--- config.mk ---
export PLATFORM = sky130hd
export DESIGN_NAME = uart_rx_framed
export DESIGN_NICKNAME = d
export VERILOG_FILES = /design/src/rtl/uart_rx_framed.sv
export SDC_FILE = /design/constraint.sdc
export NUM_CORES = 1
export LEC_CHECK = 0
export BUFFER_PORTS_ARGS = -buffer_cell sky130_fd_sc_hd__clkbuf_2
export CAP_MARGIN = 10
export CELL_PAD_IN_SITES_DETAIL_PLACEMENT = 1
export CELL_PAD_IN_SITES_GLOBAL_PLACEMENT = 2
export CORE_MARGIN = 1
export CORE_UTILIZATION = 39
export DETAILED_ROUTE_END_ITERATION = 7
export PLACE_DENSITY_LB_ADDON = 0.1
export SLEW_MARGIN = 0
export SYNTH_ARGS = -nofsm -noshare
export SYNTH_HDL_FRONTEND = slang
export SYNTH_SLANG_ARGS = --single-unit
--- constraint.sdc ---
create_clock -name clk -period 4.49 [get_ports clk]
set_clock_uncertainty 0.2 [all_clocks]
set_input_delay 1.347 -clock clk [delete_from_list [all_inputs] [get_ports clk]]
set_output_delay 1.347 -clock clk [all_outputs]
set_load 0.01 [all_outputs]
--- src/rtl/uart_rx_framed.sv ---
// uart_rx_framed: oversampling UART receiver with configurable frame format.
//   clk        - system clock, all logic on posedge
//   rst        - asynchronous active-high reset
//   rxd        - raw serial line (idle high), synchronised internally
//   data       - received word, LSB first on the line
//   valid      - a frame is held and not yet consumed
//   ready      - consumer accepts the held word when valid && ready
//   parity_err - parity mismatch on the held frame (0 when PARITY=0)
//   frame_err  - a stop bit of the held frame sampled low
//   overrun    - sticky: a completed frame was dropped while valid was high
module uart_rx_framed #(
    parameter int CLK_FREQ   = 100_000_000,
    parameter int BAUD_RATE  = 9600,
    parameter int OVERSAMPLE = 16,
    parameter int DATA_WIDTH = 8,
    parameter int PARITY     = 0,
    parameter int STOP_BITS  = 1
) (
    input  logic                  clk,
    input  logic                  rst,
    input  logic                  rxd,
    output logic [DATA_WIDTH-1:0] data,
    output logic                  valid,
    input  logic                  ready,
    output logic                  parity_err,
    output logic                  frame_err,
    output logic                  overrun
);

    localparam int CNT_DIV = CLK_FREQ / (BAUD_RATE * OVERSAMPLE);
    localparam int DIV_W   = (CNT_DIV > 1) ? $clog2(CNT_DIV) : 1;
    localparam int SMP_W   = $clog2(OVERSAMPLE);
    localparam int BIT_W   = $clog2(DATA_WIDTH);

    localparam logic [DIV_W-1:0] DIV_LAST = DIV_W'(CNT_DIV - 1);
    localparam logic [SMP_W-1:0] SMP_MID  = SMP_W'(OVERSAMPLE / 2 - 1);
    localparam logic [SMP_W-1:0] SMP_LAST = SMP_W'(OVERSAMPLE - 1);
    localparam logic [BIT_W-1:0] BIT_LAST = BIT_W'(DATA_WIDTH - 1);
    localparam logic             STP_LAST = 1'(STOP_BITS - 1);

    typedef enum logic [2:0] {S_IDLE, S_START, S_DATA, S_PARITY, S_STOP} state_t;

    state_t                  state, state_n;
    logic                    rxd_meta, rxd_s;
    logic [DIV_W-1:0]        div_cnt;
    logic                    tick;
    logic [SMP_W-1:0]        samp, samp_n;
    logic [BIT_W-1:0]        bit_idx, bit_n;
    logic                    stop_idx, stop_n;
    logic [DATA_WIDTH-1:0]   shreg;
    logic                    par_bad, fr_bad, armed;
    logic                    frame_start, do_shift, do_par, do_stop, done;
    logic                    fr_now;

    // Two-flop synchroniser; idles high so reset does not look like a start bit.
    always_ff @(posedge clk or posedge rst) begin
        if (rst) begin
            rxd_meta <= 1'b1;
            rxd_s    <= 1'b1;
        end else begin
            rxd_meta <= rxd;
            rxd_s    <= rxd_meta;
        end
    end

    always_ff @(posedge clk or posedge rst) begin
        if (rst)                   div_cnt <= '0;
        else if (div_cnt == DIV_LAST) div_cnt <= '0;
        else                       div_cnt <= div_cnt + DIV_W'(1);
    end

    assign tick = (div_cnt == DIV_LAST);

    always_ff @(posedge clk or posedge rst) begin
        if (rst) begin
            state    <= S_IDLE;
            samp     <= '0;
            bit_idx  <= '0;
            stop_idx <= 1'b0;
        end else begin
            state    <= state_n;
            samp     <= samp_n;
            bit_idx  <= bit_n;
            stop_idx <= stop_n;
        end
    end

    always_comb begin
        state_n     = state;
        samp_n      = samp;
        bit_n       = bit_idx;
        stop_n      = stop_idx;
        frame_start = 1'b0;
        do_shift    = 1'b0;
        do_par      = 1'b0;
        do_stop     = 1'b0;
        done        = 1'b0;
        if (tick) begin
            case (state)
                S_IDLE: begin
                    if (armed && !rxd_s) begin
                        state_n     = S_START;
                        samp_n      = '0;
                        frame_start = 1'b1;
                    end
                end
                S_START: begin
                    if (samp == SMP_MID) begin
                        samp_n  = '0;
                        bit_n   = '0;
                        // A start bit that is high again at its centre was noise.
                        state_n = rxd_s ? S_IDLE : S_DATA;
                    end else begin
                        samp_n = samp + SMP_W'(1);
                    end
                end
                S_DATA: begin
                    samp_n = (samp == SMP_LAST) ? '0 : samp + SMP_W'(1);
                    if (samp == SMP_LAST) begin
                        do_shift = 1'b1;
                        if (bit_idx == BIT_LAST) begin
                            bit_n   = '0;
                            stop_n  = 1'b0;
                            state_n = (PARITY != 0) ? S_PARITY : S_STOP;
                        end else begin
                            bit_n = bit_idx + BIT_W'(1);
                        end
                    end
                end
                S_PARITY: begin
                    samp_n = (samp == SMP_LAST) ? '0 : samp + SMP_W'(1);
                    if (samp == SMP_LAST) begin
                        do_par  = 1'b1;
                        stop_n  = 1'b0;
                        state_n = S_STOP;
                    end
                end
                S_STOP: begin
                    samp_n = (samp == SMP_LAST) ? '0 : samp + SMP_W'(1);
                    if (samp == SMP_LAST) begin
                        do_stop = 1'b1;
                        if (stop_idx == STP_LAST) begin
                            // Finish at mid-stop so a back-to-back start edge is not missed.
                            done    = 1'b1;
                            samp_n  = '0;
                            stop_n  = 1'b0;
                            state_n = S_IDLE;
                        end else begin
                            stop_n = 1'b1;
                        end
                    end
                end
                default: state_n = S_IDLE;
            endcase
        end
    end

    // Final stop sample is folded in directly since fr_bad only updates after this edge.
    assign fr_now = fr_bad | ~rxd_s;

    always_ff @(posedge clk or posedge rst) begin
        if (rst) begin
            shreg   <= '0;
            par_bad <= 1'b0;
            fr_bad  <= 1'b0;
            armed   <= 1'b0;
        end else begin
            if (frame_start) begin
                par_bad <= 1'b0;
                fr_bad  <= 1'b0;
            end
            if (do_shift)
                shreg <= {rxd_s, shreg[DATA_WIDTH-1:1]};
            if (do_par)
                par_bad <= (PARITY == 1) ? ~(^shreg ^ rxd_s) : (^shreg ^ rxd_s);
            if (do_stop && !rxd_s)
                fr_bad <= 1'b1;
            // After a framing error (e.g. break) wait for the line to go high before re-arming.
            if (done && fr_now)
                armed <= 1'b0;
            else if (tick && rxd_s)
                armed <= 1'b1;
        end
    end

    always_ff @(posedge clk or posedge rst) begin
        if (rst) begin
            data       <= '0;
            valid      <= 1'b0;
            parity_err <= 1'b0;
            frame_err  <= 1'b0;
            overrun    <= 1'b0;
        end else begin
            if (done && (!valid || ready)) begin
                data       <= shreg;
                parity_err <= (PARITY != 0) && par_bad;
                frame_err  <= fr_now;
                valid      <= 1'b1;
            end else if (valid && ready) begin
                valid <= 1'b0;
            end
            if (valid && ready)
                overrun <= 1'b0;
            else if (done && valid)
                overrun <= 1'b1;
        end
    end

endmodule

Word-level counts from Yosys, hierarchy flattened
Cells that the tools add are included.
Widths: inputs -> output; s select.
- input bits: 4
- word-level logic and storage cells: 103
- flip-flop bits (word level): 44
- muxes and demuxes: 46
- $add $sub $neg: 3
- equal/unequal tests: 15
- bitwise operators: 2
- reduce and logical (&&, ||, !) cells: 23
- operators with widths (operator ; number):
    $mux 3 ; 10
    $mux 1 ; 25
    $mux 4 ; 5
    $pmux 4 s4 ; 1
    $pmux 3 s5 ; 1
    $ne 2x2->1 const B ; 7
    $add 10x1->10 const B ; 1
    $eq 10x10->1 const B ; 1
    $mux 10 ; 1
    $reduce_bool 2->1 ; 5
    $reduce_and 8->1 ; 1
    $logic_and 1x1->1 ; 7
    $eq 3x2->1 const B ; 2
    $eq 3x3->1 const B ; 2
    $pmux 3 s2 ; 1
    $reduce_and 6->1 ; 1
    $add 4x1->4 const B ; 1
    $eq 4x3->1 const B ; 1
    $eq 4x4->1 const B ; 1
    $reduce_and 4->1 ; 1
    $reduce_bool 4->1 ; 1
    $add 3x1->3 const B ; 1
    $eq 3x1->1 const B ; 1
    $logic_not 3->1 ; 1
    other kinds (9) ; 10

Longest topological paths before layout
Gate-level depths: netlist of run 1.
- word-level depth: 7
- gate-level depth with buffers: 7
- depth with buffers taken out: 6

Worst setup path after synthesis of run 1
No wires, ideal clock.
- path kind: input port to flip-flop
- start point: in ready
- end point: reg data[0]
- buffers on the path: 0
- data arrival time: 2.438 ns
- setup time: 0.125 ns
- stages on the path: 3
- slack: 1.728 ns
- cell sequence: and2b_2 nor4_4 mux2_2
- cells in the longest elaborated chain, start to end: 2
- ends and longest elaborated chain (item ; RTL line ; text):
    start: declaration ; 24 ; input logic ready,
    $logic_or 1x1->1 ; 194 ; if (done && (!valid || ready)) begin
    $logic_and 1x1->1 ; 194 ;
    end signal: assignment ; 195 ; data <= shreg;
    end: declaration ; 22 ; output logic [DATA_WIDTH-1:0] data,
No other way between the ends.
A chain may end at the register's enable or synchronous reset.

Final worst setup path of run 1
- start point: in ready
- end point: reg data[5]
The elaborated chain is that of the path after synthesis.

==> results of run 1 <==
[cells in the final DEF (no fill, tap or decap), types with 4 or more instances in the layout]
cell type  count
clkbuf_2      14
clkbuf_8       5
dfrtp_1       41
ha_1           5
mux2_2        19
nand2_1        8
nand2b_1       4
nand3_1        8
nor2_1        14
o21ai_0        8
xnor2_1        4
xor2_1         4
[where the power goes]
part / internal (W) / switching, W
registers: 0.000389 / 0.00000131
logic: 0.00000525 / 0.00000991
clock network: 0.000109 / 0.000130
total: 0.000503 / 0.000142
[cells by family after synthesis]
| logic type | after synthesis | share of synthesized area [%] |
|---|---|---|
| compound gates | 23 | 7.47 |
| simple gates | 62 | 18.7 |
| flops | 43 | 53.6 |
| fa+ha+maj | 5 | 3.11 |
| xor+xnor | 8 | 3.48 |
| buf+inv | 9 | 2.24 |
| other cells | 1 | 0.187 |
| mux | 20 | 11.1 |
[final cells by class]
class	count	area, um2	area share [%]
inverters	3	11.3	0.500
clock inverters	2	12.5	0.556
clock buffers	6	72.6	3.22
flip-flops and latches	43	1080	47.9
well taps	67	83.8	3.72
repair buffers	16	105	4.67
multi-input cells	119	887	39.4
[path summary, 6_finish.rpt]
path,to,slack (ns),depth (start not counted)
min,rxd_s$_DFF_PP1_,0.16,0
max reg2reg,shreg[5]$_DFFE_PP0P_,1.94,6
min reg2reg,rxd_s$_DFF_PP1_,0.16,0
max,data[5]$_DFFE_PP0P_,1.78,4
min in group asynchronous,overrun$_DFFE_PP0P_,0.89,2
max in group asynchronous,data[0]$_DFFE_PP0P_,2.45,4
[critical path, cell delays in order]
cell and delay, ns:
clkbuf_2 0.09, and2b_2 0.23, nor4_4 0.62, mux2_2 0.41
[sequential cells by signal (all words and copies together) (netlist names)]
register	flops
div_cnt	10
data	8
shreg	8
samp	4
bit_idx	3
state	3
armed	1
fr_bad	1
frame_err	1
overrun	1
rxd_meta	1
rxd_s	1
valid	1
[synth_stat cells (2+ instances only)]
cell type	number
ha_1	5
buf_4	2
nand3_1	8
or2_2	2
o21ai_0	8
nand2b_1	4
mux2_2	19
nor4_1	3
dfrtp_1	41
xor2_1	4
and3_1	2
nor2_1	14
a2111oi_0	2
dfstp_2	2
a22o_1	3
xnor2_1	4
nor2b_1	3
inv_1	3
nand2_1	8
nor3_1	2
a21oi_1	3
buf_2	3
and4_1	2
nor3b_1	2
nand4_1	2
[through the flow]
| stage | total power, W | std cells | setup WS [ns] | hold WS (ns) | area (um2) |
|---|---|---|---|---|---|
| finish | 0.000645 | 256 | 1.78 | 0.158 | 2250 |
| detailed placement | 0.000411 | 247 | 1.42 | 0.148 | 2140 |
| CTS | 0.000654 | 255 | 1.75 | 0.160 | 2220 |
| global route | 0.000672 | 256 | 1.67 | 0.163 | 2250 |
| global placement | 0.000411 | 247 | 1.49 | 0.147 | 2140 |
| floorplan | 0.000406 | 171 | 1.73 | 0.145 | 2010 |
[routing by layer]
metal | GRT usage [%] | routed length [um] | vias up
li1 | - | - | 646
met1 | 23.1 | 1890 | 668
met2 | 28.0 | 1980 | 17
met3 | 4.53 | 106 | 6
met4 | 7.05 | 70 | 0
met5 | 0 | 0 | -
==> flow_metrics.py, run 1 <==
metrics = {
    "route": {
        "wl_per_cell_um": 15.8,
        "drc": 0,
        "vias_per_cell": 5.22,
        "drt_iter0_drc": 24,
        "wirelength_um": 4050,
        "drtAntennaViolNets": 0,
        "dr.pass1.iters": 4,
        "vias": 1337,
    },
    "sta": {
        "period_share_pct": 60.3,
        "worst_pin_slew_ns": 0.648,
        "finalSetupViolCount": 0,
        "period_needed_ns": 2.71,
        "rsz0062_at_grt": "false",
        "slew_headroom_pct": 56.5,
        "slew_violations": 0,
        "fmax_mhz": 369,
        "hold_violations": 0,
        "tns_ns": 0,
    },
    "power_and_ir_drop": {
        "p_per_area_nw_per_um2": 286,
        "ir_worst_vdd_mv": 0.177,
        "cellLeakagePower_nw": 1.10,
    },
    "critical_path": {
        "endpoint_kind": "flip-flop",
        "crit_arrival_ns": 2.70,
        "setup.worst_path.start": "ready",
        "start_kind": "input port",
        "cp_max_fo": 9,
        "path_class": "in -> reg",
        "reg2reg_from": "div_cnt[0]$_DFF_PP0_",
        "cp.required_ns": 4.48,
    },
    "global_route": {
        "grt_pass1_wl_um": 6970,
        "track_usage_pct": 17.7,
        "grt_start_max_net_pins": 30,
        "antenna_found_initial": 0,
        "grt_pass1_vias": 1392,
        "gr-total-overflow": 0,
    },
    "finish": {
        "final_util_pct": 46.4,
        "fin_nets": 197,
        "fillCellCount": 534,
        "insertedDiodeCount": 0,
        "final_layout_size_suffix_gt1_share_pct": 27.0,
        "areaGrowthSynthToFinish_pct": 11.9,
    },
    "clock_tree": {
        "cts_sinks": 43,
        "root_buffer": "clkbuf_8",
        "cts_tree": "built",
        "htreeDepth": 2,
        "post_cts_buffers": 0,
        "cts.repair.resized": 0,
        "cts_buffer_depth": 2,
        "cts-hold-fix-buffers": 0,
        "insertion_delay_ns": 0.30,
        "numCtsBuffers": 5,
        "path_clk_slew_ns": 0.08,
    },
    "synthesis": {
        "synth_edf_count": 0,
        "synth_area_leaders": "dfrtp_1, mux2_2, ha_1",
        "ys_async_sr_fraction_pct": 100,
        "synth_cell_types": 45,
        "synth-seq-cells": 43,
        "syn_nets": 180,
        "ys.flop_type": "dfrtp_1",
        "ys.warnings.count": 0,
        "syn_area_um2": 2010,
        "yosys.area.top_type": "dfrtp_1",
        "synthCells": 171,
        "yosysSeqAreaShare_pct": 53.6,
        "synth_area_per_cell_um2": 11.8,
        "netlist.area_leader.share_pct": 51.0,
    },
    "placement": {
        "hpwlAfterDp_um": 2940,
        "finalWeightedCongestion": 0.701,
        "port_buffers": 14,
    },
    "floorplan": {
        "pin_count": 16,
        "die_w_um": 73.8,
        "core_um2": 4850,
        "die_area_um2": 5450,
        "fp.dieH_um": 73.8,
        "start_util_pct": 41.5,
        "row_count": 25,
    },
    "run_status": {
        "outcome": "finished, final reports clean",
    },
    "hold_path": {
        "hp-start": "rxd_meta$_DFF_PP1_",
        "hold_class": "reg -> reg",
    },
    "job": {
        "cap_violations": 0,
    },
}
Note: power is estimated with default switching activity, not from simulation.
==> run 2: changes to the inputs <==
ABC_AREA = 1   (was unset)
CORE_UTILIZATION = 36   (was 39)
clock period = 2.5 ns   (was 4.49 ns; I/O delays follow)
==> run 2 against run 1 <==
Compared with the run above:
- first-iteration DRC count grew to 2.7 times the previous value
- highest routed layer unchanged
- worst hold slack improved by 0.0047 ns
- largest power group unchanged
- synthesized cell count grew 66%
- worst setup slack lost 1.2 ns
- sequential power up 79%
- critical path type is now reg -> reg
- routed wire length is 23% higher
- sequential share of layout area shrank 5.2 points
- utilization decreased by 4.3 points
- area after synthesis up 13%
- non-clock buffer count down 1
- combinational power rose by 74%
- sequential cell count unchanged
==> flow_metrics.py, run 2 <==
metrics = {
    "run_status": {
        "outcome": "finished, final reports clean",
    },
    "synthesis": {
        "synth-seq-cells": 43,
        "ys.warnings.count": 0,
        "ys.flop_type": "dfrtp_1",
        "synth_fa_ha_area_share_pct": 2.75,
        "synth_area_leaders": "dfrtp_1, nand2_1, nand3_1",
        "synth_commonest_cells": "nand2_1, dfrtp_1, nand3_1",
        "yosysMostFrequentCell": "nand2_1",
        "synth_area_per_cell_um2": 8.00,
        "syn_area_um2": 2270,
        "synth_compound_area_share_pct": 3.41,
        "synth_mux_area_share_pct": 0,
        "netlist.area_leader.share_pct": 45.2,
        "yosysSeqAreaShare_pct": 47.5,
        "yosys.area.top_type": "dfrtp_1",
        "syn_nets": 293,
        "synthCells": 284,
        "synth-xor-area-share_pct": 1.54,
        "synth_cell_types": 31,
        "ys_async_sr_fraction_pct": 100,
        "synth_edf_count": 0,
        "yosys.area_share.simple_pct": 38.5,
        "synth_top_family_by_area": "simple AND/OR/NAND/NOR gates",
    },
    "finish": {
        "areaGrowthSynthToFinish_pct": 11.1,
        "largest_register_ffs": 10,
        "top_register": "div_cnt",
        "insertedDiodeCount": 0,
        "fillCellCount": 758,
        "reg.largest.list": "div_cnt (10), data (8), shreg (8)",
        "final_cell_mix": "nand2_1, dfrtp_1, nand3_1",
        "fin_cells": 378,
        "fin_nets": 311,
        "ff_latch_area_um2": 1080,
        "final_layout_size_suffix_gt1_share_pct": 16.5,
        "multi_input_area_um2": 1050,
        "final_common_cell": "nand2_1",
    },
    "sta": {
        "slew_headroom_pct": 61.3,
        "period_needed_ns": 1.92,
        "finalSetupViolCount": 0,
        "hold_violations": 0,
        "worst_pin_slew_ns": 0.577,
        "fmax_mhz": 520,
        "slew_violations": 0,
        "tns_ns": 0,
        "fin_ws_ns": 0.578,
        "period_share_pct": 76.9,
        "rsz0062_at_grt": "false",
    },
    "floorplan": {
        "die_area_um2": 6630,
        "pin_count": 16,
        "die_w_um": 81.4,
        "core_um2": 5990,
        "start_util_pct": 37.9,
        "fp.dieH_um": 81.4,
        "row_count": 28,
    },
    "clock_tree": {
        "cts-hold-fix-buffers": 0,
        "htreeDepth": 2,
        "cts_buffer_depth": 2,
        "cts.repair.resized": 0,
        "cts_sinks": 43,
        "cts_tree": "built",
        "insertion_delay_ns": 0.30,
        "path_clk_slew_ns": 0.09,
        "root_buffer": "clkbuf_8",
        "numCtsBuffers": 5,
        "post_cts_buffers": 0,
    },
    "global_route": {
        "grt_pass1_vias": 1783,
        "gr-total-overflow": 0,
        "grt_pass1_wl_um": 8680,
        "grt_start_max_net_pins": 31,
        "antenna_found_initial": 0,
        "track_usage_pct": 17.3,
    },
    "route": {
        "drtAntennaViolNets": 0,
        "drc": 0,
        "drt_iter0_drc": 64,
        "wirelength_um": 4970,
        "dr.pass1.iters": 4,
        "vias_per_cell": 4.81,
        "wl_per_cell_um": 13.2,
        "vias": 1818,
    },
    "placement": {
        "hpwlAfterDp_um": 3860,
        "port_buffers": 14,
        "placed_cells": 370,
        "finalWeightedCongestion": 0.742,
        "dp_slack_ns": 0.557,
    },
    "critical_path": {
        "cp_max_fo": 10,
        "endpoint_kind": "flip-flop",
        "path_class": "reg -> reg",
        "cp.required_ns": 2.49,
        "crit_arrival_ns": 1.92,
        "reg2reg_from": "samp[0]$_DFFE_PP0P_",
        "start_kind": "flip-flop",
        "setup.worst_path.start": "samp[0]$_DFFE_PP0P_",
    },
    "power_and_ir_drop": {
        "cellLeakagePower_nw": 1.31,
        "p_per_area_nw_per_um2": 470,
        "ir_worst_vdd_mv": 0.209,
        "total_power_w": 0.00119,
    },
    "job": {
        "cap_violations": 0,
    },
    "hold_path": {
        "hp-start": "rxd_meta$_DFF_PP1_",
        "hold_class": "reg -> reg",
    },
}
run 2: worst max-delay path, stage by stage (launching register included):
cell     delay [ns]
dfrtp_1        0.41
ha_1           0.28
nand3_2        0.22
nor2_4         0.20
inv_2          0.08
nor2_8         0.18
nand2_4        0.11
nand2_1        0.08
nand2_1        0.06
run 2: cell type report:
type / instances / area share [%]
Sequential cell: 43 / 42.7
Multi-Input combinational cell: 206 / 41.7
Inverter: 31 / 4.61
Tap cell: 75 / 3.72
Timing Repair Buffer: 15 / 3.57
Clock buffer: 5 / 2.73
Clock inverter: 3 / 0.942
run 2: final timing paths:
kind | end | slack (ns) | depth (start not counted)
worst max-delay path | data[4]$_DFFE_PP0P_ | 0.58 | 8
worst min-delay path | rxd_s$_DFF_PP1_ | 0.16 | 0
worst max register to register | data[4]$_DFFE_PP0P_ | 0.58 | 8
worst min register to register | rxd_s$_DFF_PP1_ | 0.16 | 0
max in group asynchronous | rxd_meta$_DFF_PP1_ | 1.31 | 3
min in group asynchronous | div_cnt[5]$_DFF_PP0_ | 0.21 | 2
run 2: cell families after synthesis:
| family | Yosys count |
|---|---|
| AOI/OAI and AO/OA | 14 |
| xor gates and xnor gates | 4 |
| adders and majority gates | 5 |
| buffers and inverters | 35 |
| DFF | 43 |
| other | 1 |
| and+or+nand+nor | 182 |
run 2: per-layer routing:
| layer | global-route usage [%] | share of wire, % |
|---|---|---|
| met5 | 0 | 0 |
| met4 | 5.36 | 1.6 |
| met3 | 3.33 | 2.9 |
| met2 | 27.4 | 44 |
| met1 | 23.8 | 51 |
run 2: per-stage QoR:
stage	area, um2	hold WS, ns	utilization, %
after CTS	2520	0.167	42.1
after global routing	2520	0.173	42.1
after detailed placement	2430	0.154	40.6
after floorplan	2270	0.145	-
after global placement	2430	0.149	40.6
final	2520	0.163	42.1
run 2: where the power goes:
group / leakage, nW / internal (W) / switching (W)
sequential: 0.578 / 0.000699 / 0.00000194
clock: 0.0408 / 0.000200 / 0.000259
combinational: 0.688 / 0.00000720 / 0.0000192
total: 1.31 / 0.000906 / 0.000280
==> run 3: changes to the inputs <==
CORE_UTILIZATION = 32   (was 36)
clock period = 1.6 ns   (was 2.5 ns; I/O delays follow)
==> run 3 against run 2 <==
Compared with the run above:
- the run now ends with setup timing left
- largest cell class is now multi-input combinational cells
- worst hold slack lost 0.10 ns
- critical path depth is 1 higher
- clock-buffer cell count did not move
- sequential cell count unchanged
- combinational power up 93%
- die area up 12%
- register-to-register slack got worse by 0.74 ns
- via count up 13%
- worst setup slack got worse by 0.74 ns
- routed wire length grew 19%
==> flow_metrics.py, run 3 (synthesized netlist as in run 2, its figures left out) <==
metrics = {
    "clock_tree": {
        "cts_sinks": 43,
        "path_clk_slew_ns": 0.09,
        "htreeDepth": 2,
        "cts_tree": "built",
        "numCtsBuffers": 5,
        "root_buffer": "clkbuf_8",
        "insertion_delay_ns": 0.30,
        "cts_buffer_depth": 2,
    },
    "global_route": {
        "grt_pass1_wl_um": 9780,
        "gr-total-overflow": 0,
        "grt_start_max_net_pins": 37,
        "grt_pass1_vias": 2054,
        "antenna_found_initial": 0,
        "track_usage_pct": 16.9,
    },
    "sta": {
        "hold_violations": 0,
        "slew_headroom_pct": 62.3,
        "fmax_mhz": 567,
        "period_share_pct": 110,
        "tns_ns": -3.25,
        "finalSetupViolCount": 33,
        "period_needed_ns": 1.76,
        "slew_violations": 0,
        "fin_ws_ns": -0.165,
        "worst_pin_slew_ns": 0.564,
        "rsz0062_at_grt": "true",
    },
    "critical_path": {
        "endpoint_kind": "flip-flop",
        "path_delay_family": "simple AND/OR/NAND/NOR gates",
        "path_class": "reg -> reg",
        "cp.buffers_inverters": 2,
        "cpPeakStageDelay_ns": 0.39,
        "cp_cell_sequence": "inv_1 -> ha_2 -> inv_2 -> nor2_4 -> nand3_4 -> nor2_8 -> nand2_4 -> nand2_2 -> nand2_1",
        "cpMaxStageDelayCell": "dfrtp_1",
        "start_kind": "flip-flop",
        "crit_arrival_ns": 1.76,
        "cp_max_fo": 7,
        "cp.required_ns": 1.59,
    },
    "placement": {
        "port_buffers": 14,
        "finalWeightedCongestion": 0.789,
        "hpwlAfterDp_um": 4310,
        "placed_cells": 433,
    },
    "job": {
        "cap_violations": 0,
    },
    "floorplan": {
        "start_util_pct": 33.3,
        "pin_count": 16,
        "fp.dieH_um": 86.3,
        "core_um2": 6830,
        "die_area_um2": 7440,
        "die_w_um": 86.3,
        "row_count": 30,
    },
    "route": {
        "wl_per_cell_um": 13.2,
        "drt_iter0_drc": 121,
        "drtAntennaViolNets": 0,
        "vias": 2057,
        "dr.pass1.iters": 4,
        "vias_per_cell": 4.57,
        "wirelength_um": 5930,
        "drc": 0,
    },
    "finish": {
        "fin_cells": 450,
        "areaGrowthSynthToFinish_pct": 39.1,
        "reg.largest.list": "div_cnt (10), data (8), shreg (8)",
        "insertedDiodeCount": 0,
        "top_register": "div_cnt",
        "final_cell_mix": "nand2_1, buf_4, dfrtp_1",
        "largest_register_ffs": 10,
        "final_layout_size_suffix_gt1_share_pct": 40.4,
        "final_common_cell": "nand2_1",
        "fin_nets": 362,
    },
    "power_and_ir_drop": {
        "p_per_area_nw_per_um2": 585,
        "cellLeakagePower_nw": 1.57,
        "ir_worst_vdd_mv": 0.473,
    },
    "hold_path": {
        "hold_class": "in -> reg",
    },
    "run_status": {
        "outcome": "finished, violations left",
        "violations": "setup timing",
    },
}
-- run 3: cell types whose count changed in the layout (fill, tap and decap cells not counted), sizes merged --
cell,previous run,this run
buf,1,50
clkinvlp,2,3
dlygate4sd3,0,1
inv,30,29
nand2,91,92
-- run 3: power breakdown --
part	leakage, nW	switching [W]	internal [W]	total (W)
registers	0.575	0.00000245	0.00109	0.00109
logic	0.957	0.0000345	0.0000164	0.0000509
clock network	0.0402	0.000398	0.000304	0.000703
total	1.57	0.000435	0.00141	0.00185
-- run 3: metal layers --
metal | global-route usage (%) | share of wire (%)
met5 | 0 | 0
met1 | 23.2 | 49
met2 | 27.8 | 48
met4 | 5.00 | 1.0
met3 | 2.29 | 2.3
-- run 3: what timing repair did --
item                                    CTS  global route
hold buffers                              1             0
endpoints found under the setup margin   28            38
setup buffers                             2             7
cloned                                    1             0
resized for setup                        18            42
hold endpoints to repair                  7             0
pin swaps                                 9            19
-- run 3: metrics by stage --
stage	util, %	setup slack [ns]	hold slack [ns]	cell area (um2)	total power, W
2_1_floorplan	-	-0.0217	0.145	2290	0.00114
3_3_place_gp	41.1	-0.120	0.147	2810	0.00116
3_5_place_dp	41.1	-0.109	0.149	2810	0.00117
4_1_cts	43.6	-0.121	0.0492	2980	0.00189
5_1_grt	46.3	-0.244	0.0479	3160	0.00192
6_report	46.3	-0.165	0.0576	3160	0.00185
-- run 3: worst reg2reg max path, delay by kind of cell, from the launching register on --
family | cells | cell delay, ns
and+or+nand+nor | 6 | 0.77
buffers and inverters | 2 | 0.11
adders and majority gates | 1 | 0.20
DFF | 1 | 0.39
-- run 3: area by class of cell --
class / instances / area [um2]
Clock inverter: 3 / 20.0
Fill cell: 859 / 3670
Multi-Input combinational cell: 207 / 1240
Tap cell: 96 / 120
Sequential cell: 43 / 1080
Timing Repair Buffer: 65 / 510
Inverter: 31 / 120
Clock buffer: 5 / 68.8
-- run 3: final timing paths --
kind / endpoint / start / depth (start not counted) / slack [ns]
max reg2reg: data[4]$_DFFE_PP0P_ / div_cnt[0]$_DFF_PP0_ / 9 / -0.16
min in group asynchronous: div_cnt[7]$_DFF_PP0_ / rst / 3 / 0.47
min: rxd_meta$_DFF_PP1_ / rxd / 1 / 0.06
min reg2reg: rxd_s$_DFF_PP1_ / rxd_meta$_DFF_PP1_ / 0 / 0.16
max in group asynchronous: rxd_s$_DFF_PP1_ / rst / 4 / 0.19
max: data[4]$_DFFE_PP0P_ / div_cnt[0]$_DFF_PP0_ / 9 / -0.16
